`src/rtl/branch_history_table_if.sv`:
```
// Prediction-request and training bus of the bimodal branch history table.
// master = fetch/resolve side, slave = the table itself.
interface branch_history_table_if #(
  parameter int unsigned IDX_W = 4,
  parameter int unsigned CNT_W = 16
);

  logic             rd_valid;
  logic [IDX_W-1:0] rd_idx;
  logic             rd_resp;
  logic [1:0]       rd_count;
  logic             rd_taken;

  logic             upd_valid;
  logic [IDX_W-1:0] upd_idx;
  logic             upd_taken;

  logic [CNT_W-1:0] mispred_cnt;

  modport master (
    output rd_valid, rd_idx, upd_valid, upd_idx, upd_taken,
    input  rd_resp, rd_count, rd_taken, mispred_cnt
  );

  modport slave (
    input  rd_valid, rd_idx, upd_valid, upd_idx, upd_taken,
    output rd_resp, rd_count, rd_taken, mispred_cnt
  );

endinterface

```
`src/rtl/branch_history_table.sv`:
```
// Bimodal predictor: 2**IDX_W two-bit saturating counters, one-cycle read port
// with same-cycle update forwarding, plus a saturating mispredict counter.
module branch_history_table #(
  parameter int unsigned IDX_W = 4,
  parameter int unsigned CNT_W = 16
) (
  input  logic                    clk,
  input  logic                    rst_n,
  branch_history_table_if.slave   bus
);

  localparam int unsigned Depth = 2 ** IDX_W;

  logic [1:0]       cnt_tbl_q [Depth];
  logic [1:0]       cnt_tbl_d [Depth];
  logic [1:0]       upd_cur;
  logic [1:0]       upd_next;
  logic             mispredict;
  logic             rd_fwd;

  logic             rd_resp_q, rd_resp_d;
  logic [1:0]       rd_count_q, rd_count_d;
  logic [CNT_W-1:0] mispred_q, mispred_d;

  // Training: saturating step of the addressed entry
  always_comb begin
    upd_cur  = cnt_tbl_q[bus.upd_idx];
    upd_next = upd_cur;
    if (bus.upd_taken) begin
      if (upd_cur != 2'b11) upd_next = upd_cur + 2'd1;
    end else begin
      if (upd_cur != 2'b00) upd_next = upd_cur - 2'd1;
    end
  end

  always_comb begin
    cnt_tbl_d = cnt_tbl_q;
    if (bus.upd_valid) cnt_tbl_d[bus.upd_idx] = upd_next;
  end

  // Mispredict compares against the pre-update prediction bit
  assign mispredict = bus.upd_valid && (upd_cur[1] != bus.upd_taken);

  always_comb begin
    mispred_d = mispred_q;
    if (mispredict && !(&mispred_q)) mispred_d = mispred_q + CNT_W'(1);
  end

  // Read port; a same-index update this cycle is forwarded to the response
  assign rd_fwd = bus.upd_valid && (bus.upd_idx == bus.rd_idx);

  always_comb begin
    rd_resp_d  = bus.rd_valid;
    rd_count_d = rd_count_q;
    if (bus.rd_valid) rd_count_d = rd_fwd ? upd_next : cnt_tbl_q[bus.rd_idx];
  end

  always_ff @(posedge clk or negedge rst_n) begin
    if (!rst_n) begin
      cnt_tbl_q  <= '{default: 2'b00};
      rd_resp_q  <= 1'b0;
      rd_count_q <= 2'b00;
      mispred_q  <= '0;
    end else begin
      cnt_tbl_q  <= cnt_tbl_d;
      rd_resp_q  <= rd_resp_d;
      rd_count_q <= rd_count_d;
      mispred_q  <= mispred_d;
    end
  end

  assign bus.rd_resp     = rd_resp_q;
  assign bus.rd_count    = rd_count_q;
  assign bus.rd_taken    = rd_count_q[1];
  assign bus.mispred_cnt = mispred_q;

endmodule

```
`src/flat_wrapper.sv`:
```
// flat-port wrapper written by rule: the top's interface ports become plain ports
module branch_history_table_flat 
#(
  parameter int unsigned IDX_W = 4,
  parameter int unsigned CNT_W = 16
)
  (clk, rst_n, bus_rd_valid, bus_rd_idx, bus_upd_valid, bus_upd_idx, bus_upd_taken, bus_rd_resp, bus_rd_count, bus_rd_taken, bus_mispred_cnt);
  branch_history_table_if #(.IDX_W(IDX_W), .CNT_W(CNT_W)) bus_i ();
  input  logic clk;
  input  logic rst_n;
  input wire logic [$bits(bus_i.rd_valid)-1:0] bus_rd_valid;
  input wire logic [$bits(bus_i.rd_idx)-1:0] bus_rd_idx;
  input wire logic [$bits(bus_i.upd_valid)-1:0] bus_upd_valid;
  input wire logic [$bits(bus_i.upd_idx)-1:0] bus_upd_idx;
  input wire logic [$bits(bus_i.upd_taken)-1:0] bus_upd_taken;
  output wire logic [$bits(bus_i.rd_resp)-1:0] bus_rd_resp;
  output wire logic [$bits(bus_i.rd_count)-1:0] bus_rd_count;
  output wire logic [$bits(bus_i.rd_taken)-1:0] bus_rd_taken;
  output wire logic [$bits(bus_i.mispred_cnt)-1:0] bus_mispred_cnt;
  assign bus_i.rd_valid = bus_rd_valid;
  assign bus_i.rd_idx = bus_rd_idx;
  assign bus_i.upd_valid = bus_upd_valid;
  assign bus_i.upd_idx = bus_upd_idx;
  assign bus_i.upd_taken = bus_upd_taken;
  assign bus_rd_resp = bus_i.rd_resp;
  assign bus_rd_count = bus_i.rd_count;
  assign bus_rd_taken = bus_i.rd_taken;
  assign bus_mispred_cnt = bus_i.mispred_cnt;
  branch_history_table #(.IDX_W(IDX_W), .CNT_W(CNT_W)) u_core (.clk(clk), .rst_n(rst_n), .bus(bus_i));
endmodule
```
`config.mk`:
```
export PLATFORM = sky130hd
export DESIGN_NAME = branch_history_table_flat
export DESIGN_NICKNAME = d
export VERILOG_FILES = /design/src/rtl/branch_history_table_if.sv /design/src/rtl/branch_history_table.sv /design/src/flat_wrapper.sv
export SDC_FILE = /design/constraint.sdc
export NUM_CORES = 1
export LEC_CHECK = 0
export ABC_CLOCK_PERIOD_IN_PS = 4400
export BUFFER_PORTS_ARGS = -buffer_cell sky130_fd_sc_hd__buf_4
export CAP_MARGIN = 20
export CORE_MARGIN = 2
export CORE_UTILIZATION = 64
export CTS_BUF_LIST = sky130_fd_sc_hd__clkbuf_2 sky130_fd_sc_hd__clkbuf_4 sky130_fd_sc_hd__clkbuf_8
export CTS_CLUSTER_DIAMETER = 80
export CTS_CLUSTER_SIZE = 16
export DETAILED_ROUTE_END_ITERATION = 8
export GPL_TIMING_DRIVEN = 0
export PLACE_DENSITY_LB_ADDON = 0.15
export SLEW_MARGIN = 5
export SYNTH_ARGS = -nofsm -noshare
export SYNTH_HDL_FRONTEND = slang
export SYNTH_SLANG_ARGS = --single-unit
export TNS_END_PERCENT = 1
```
`constraint.sdc`:
```
create_clock -name clk -period 4.4 [get_ports clk]
set_input_delay 0.66 -clock clk [delete_from_list [all_inputs] [get_ports clk]]
set_output_delay 0.66 -clock clk [all_outputs]
set_load 0.03 [all_outputs]
```
## Yosys cells after proc, flatten, opt, wreduce, memory -nomap -nowiden

Cells that the tools add are included.

- Bits in registers: 51
- Bits of input ports: 13
- Output and inout port bits: 20
- Word-level logic and storage cells: 50

- Add/subtract/negate cells: 3
- Magnitude comparators: 3
- Eq/ne operators: 3
- Mux-type cells: 13
- Bitwise gates (word level): 2
- Reduce and logical (&&, ||, !) cells: 7

Operator list:

| kind | number |
|---|---|
| 32-bit bitwise mux | 1 |
| 2-bit 2-to-1 mux | 9 |
| 16-bit by 1-bit adder with 16-bit output (second input constant) | 1 |
| 2-bit binary-select mux with 4-bit select | 2 |
| 16-bit AND reduction | 1 |
| 5-bit >= comparator (second input constant) | 2 |
| 4-bit inverter with 5-bit output | 2 |
| 2-bit demux with 4-bit select | 1 |
| 5-bit by 1-bit less-than comparator with 1-bit output (second input constant) | 1 |
| 4-bit == test | 1 |
| 1-bit logical AND | 4 |
| 2-bit by 1-bit adder with 2-bit output (second input constant) | 1 |
| 2-bit != test (second input constant) | 1 |
| 2-bit nonzero test | 1 |
| 2-bit by 1-bit subtractor with 2-bit output (second input constant) | 1 |
| 1-bit logical NOT | 1 |
| 1-bit != test | 1 |

## Logic depth before layout (Yosys ltp)

- Depth in word-level cells: 8
- Depth in mapped cells: 8
- Mapped depth without buffers: 7

## Worst setup path after synthesis

Ideal clock, no wire load.

- Kind: input to register
- Start point: input bus_upd_idx[1]
- End point: register u_core.cnt_tbl_q[0] (netlist bit)
- Library setup time: 0.125 ns
- Arrival: 2.390 ns
- Data required time: 4.275 ns
- Path slack: 1.885 ns
- Stages on the path: 7
- Buffers on the path: 2
- Cells stage by stage: buf_1 > mux4_2 > a22oi_2 > nand3_4 > maj3_2 > buf_6 > mux2_2

- Word-level cells in the longest chain between the ends: 8
- Elaborated cells on any way between the ends: 17
- Those cells by class: add/sub: 2; order compare: 2; eq/ne: 1; mux: 9; bitwise: 1; reduce/logical: 2

Ends and longest elaborated chain:

| what | line | source |
|---|---|---|
| from (decl) | flat_wrapper.sv:14 | `input wire logic [$bits(bus_i.upd_idx)-1:0] bus_upd_idx;` |
| 4-bit inverter with 5-bit output (not written as such) (*) | branch_history_table.sv:27, branch_history_table.sv:38 |  |
| 2-bit binary-select mux with 4-bit select | branch_history_table.sv:27 | `upd_cur = cnt_tbl_q[bus.upd_idx];` |
| 2-bit 2-to-1 mux (not written as such) (2 in a row) | branch_history_table.sv:27 |  |
| 2-bit by 1-bit subtractor with 2-bit output (tied with other cells) | branch_history_table.sv:32 | `if (upd_cur != 2'b00) upd_next = upd_cur - 2'd1;` |
| 2-bit 2-to-1 mux (on tied branches) | branch_history_table.sv:32, branch_history_table.sv:30 |  |
| 2-bit 2-to-1 mux | branch_history_table.sv:29 | `if (bus.upd_taken) begin` |
| 32-bit bitwise mux (*) | branch_history_table.sv:38 | `if (bus.upd_valid) cnt_tbl_d[bus.upd_idx] = upd_next;` |
| to (signal assigned) | branch_history_table.sv:65 | `cnt_tbl_q <= cnt_tbl_d;` |
| to (decl) | branch_history_table.sv:14 | `logic [1:0] cnt_tbl_q [Depth];` |

Every way passes the cells marked *; elsewhere a longest branch is shown, timed or not. The select of a mux whose other input is x is not followed.
A chain may end at the register's enable or synchronous reset.

## Final worst setup path

- Start point: input bus_upd_idx[1]
- End point: register u_core.cnt_tbl_q[5] (netlist bit)

Same word-level chain as after synthesis.

==> results.yml <==
timing:
  drv_slew: 0
  tightest_slew_ps: 646.3
  rsz0062_at_grt: "false"
  max_freq_mhz: 381.2
  period_share: 0.5962
  fin_skew_ps: 8.037
  fin_tns_setup_ps: 0
  setup_slack_ps: 1777
  slew_headroom: 0.5691
  setup_viol: 0
  hold_viol: 0
  min_period_ps: 2623
worst_setup_path:
  max_stage_delay_ps: 420
  timing.rr.end: "u_core.cnt_tbl_q[5]$_DFFE_PN0P_"
  crit_arrival_ps: 2810
  rr_worst_depth: 6
  critPathCaptureType: "register"
  worstPathMaxFanout: 10
  cp.depth: 8
  worst_path_max_delay_cell: "buf_1"
  crit_required_ps: 4590
  path_delay_family: "buffers and inverters"
  critPathLaunchType: "input pin"
  criticalPathCategory: "in2reg"
  cp_cell_sequence: "buf_4, buf_1, mux4_2, a22oi_2, nand3_4, maj3_2, buf_6, mux2_2"
  r2r_start: "u_core.cnt_tbl_q[25]$_DFFE_PN0P_"
  worst-path-buf-inv: 3
  r2r_setup_slack_ps: 2170
detailed_routing:
  avgRoutedWirePerCell_um: 18.67
  vias: 1903
  wl_mm: 5.751
  vias_per_cell: 6.179
  drc: 0
  firstDrtPassIters: 4
  ant_nets: 0
  drt_iter0_markers: 118
die:
  coreArea_um2: 4294
  die_h_um: 70.31
  dieArea_um2: 4944
  start_util: 0.6553
  io_pins: 33
  row_count: 24
  die_x_um: 70.31
min_path:
  hold_path_class: "in2async"
synth:
  synth_compound_area_frac: 0.02134
  synth_mux_area_frac: 0.2899
  synthArstFlopShare: 1.000
  synth-xor-area-share: 0.05914
  synth-simple-area-share: 0.1365
  ys_types: 35
  yosys_warnings: 0
  synth_fa_ha_area_frac: 0.01245
  synth_seq_area_share: 0.4535
  synth_nets: 233
  yosys_register_bits: 51
  synth_top_family_by_area: "multiplexers"
  synthCells: 219
  synth_edf_count: 0
  netlist_area_um2: 2814
  avgSynthCellArea_um2: 12.85
  synth_flop_cell: "dfrtp_1"
global_route:
  grt_pass1_vias: 1959
  grt_max_degree: 52
  antenna_found_initial: 0
  grt_pass1_wl_mm: 9.998
  overflow: 0
  grt_util_all_layers: 0.2626
layout:
  fin_nets: 269
  synthToLayoutAreaGrowth_pct: 13.56
  n_antenna_cell: 0
  utilization: 0.7442
  drive_gt1_frac: 0.3633
  final.fill_count: 297
placement:
  portBuffers: 29
  place_hpwl_mm: 4.336
  pre_cts_slack_ps: 1486
  gp_congestion: 0.8363
cts:
  ctsHoldBuffers: 0
  cts.sinks: 51
  cts_made_buffers: 5
  cts.root.buffer_cell: "clkbuf_8"
  cts_tree: "built"
  clockBufferDepth: 2
  post_cts_resized: 0
  clkLatencyLatePin_ps: 300
  clk_pin_slew_ps: 90
  cts_max_level: 2
  postCtsSetupBuffers: 0
power:
  ir_worst_vdd_v: 0.0003782
  power_density_nw_per_um2: 468.4
  p_leak_nw: 1.431
status:
  status: "finished, final reports clean"
run:
  cap_viol_max_count: 0
-- through the flow --
stage	hold slack (ps)	power [mW]	cell area (um2)	instances
CTS	399.4	1.505	3196	308
global placement	481.6	1.194	3097	300
global route	428.8	1.584	3196	308
finish	375.8	1.497	3196	308
detailed placement	484.4	1.219	3097	300
floorplan	364.4	1.048	2814	219
-- Yosys cell counts, types with 3 or more instances --
library cell,instances,share of area
a21oi_1,4,0.0071
mux2i_1,5,0.018
dfrtp_1,51,0.45
mux4_2,13,0.10
nand4_1,6,0.013
nand2_1,14,0.019
buf_6,4,0.016
or3_1,3,0.0067
xor2_1,5,0.016
nor2_1,13,0.017
clkbuf_1,3,0.0040
and3_1,7,0.016
mux4_1,3,0.028
mux2_2,32,0.13
nor2b_1,6,0.013
xnor2_1,14,0.044
nand3_1,9,0.016
-- cell type report --
| cell class | count | area (um2) | share of cell area |
|---|---|---|---|
| plain buffers | 11 | 76.32 | 0.02388 |
| clock buffers | 7 | 90.09 | 0.02819 |
| clock inverters | 1 | 8.758 | 0.002741 |
| multi-input cells | 157 | 1461 | 0.4573 |
| flip-flops and latches | 51 | 1276 | 0.3994 |
| well taps | 52 | 65.06 | 0.02036 |
| repair buffers | 29 | 217.7 | 0.06813 |
-- power by group --
group,switching (mW),internal [mW]
registers,0.106,0.592
clock network,0.153,0.135
logic,0.242,0.269
-- cells in the final DEF (no fill, tap or decap), drive strengths merged --
master  instances
nand2b          2
xnor2          14
and2            2
and3            7
or3             3
nand3          10
mux2           33
a22oi           1
o21ai           1
nand4           6
nor3b           2
nand2          14
mux2i           6
ha              1
mux4           16
a211oi          2
xor2            5
nand3b          2
nor3            2
clkinv          1
o21bai          1
maj3            2
clkbuf         10
a21oi           4
nor2           13
dfrtp          51
buf            37
nor2b           6
and4            2
-- flip-flops by register name (all words and copies together), names as in the netlist --
signal and cells:
u_core.bus.rd_count 2, u_core.bus.mispred_cnt 16, u_core.bus.rd_resp 1, u_core.cnt_tbl_q 32
-- per-layer routing --
layer,GRT usage,up-vias,wire length [um],share of wire
li1,-,872,-,-
met1,0.3885,964,2585,0.45
met2,0.3962,52,2808,0.49
met3,0.04762,15,222,0.039
met4,0.08761,0,135,0.023
met5,0,-,0,0
-- cells by family after synthesis --
logic type                 count (synthesis)
AOI/OAI and AO/OA                          9
xor gates and xnor gates                  19
adders and majority gates                  3
buffers and inverters                     11
DFF                                       51
muxes                                     55
and+or+nand+nor                           71
-- worst max-delay path by stage --
stage                   start                               end  slack [ps]
2_1_floorplan  bus_upd_idx[1]   u_core.cnt_tbl_q[0]$_DFFE_PN0P_        1890
3_3_place_gp   bus_upd_idx[1]   u_core.cnt_tbl_q[5]$_DFFE_PN0P_        1460
3_5_place_dp   bus_upd_idx[1]  u_core.cnt_tbl_q[25]$_DFFE_PN0P_        1490
4_1_cts        bus_upd_idx[1]  u_core.cnt_tbl_q[25]$_DFFE_PN0P_        1790
5_1_grt        bus_upd_idx[1]   u_core.cnt_tbl_q[7]$_DFFE_PN0P_        1710
6_report       bus_upd_idx[1]   u_core.cnt_tbl_q[5]$_DFFE_PN0P_        1780
(Power assumes the default switching activity.)
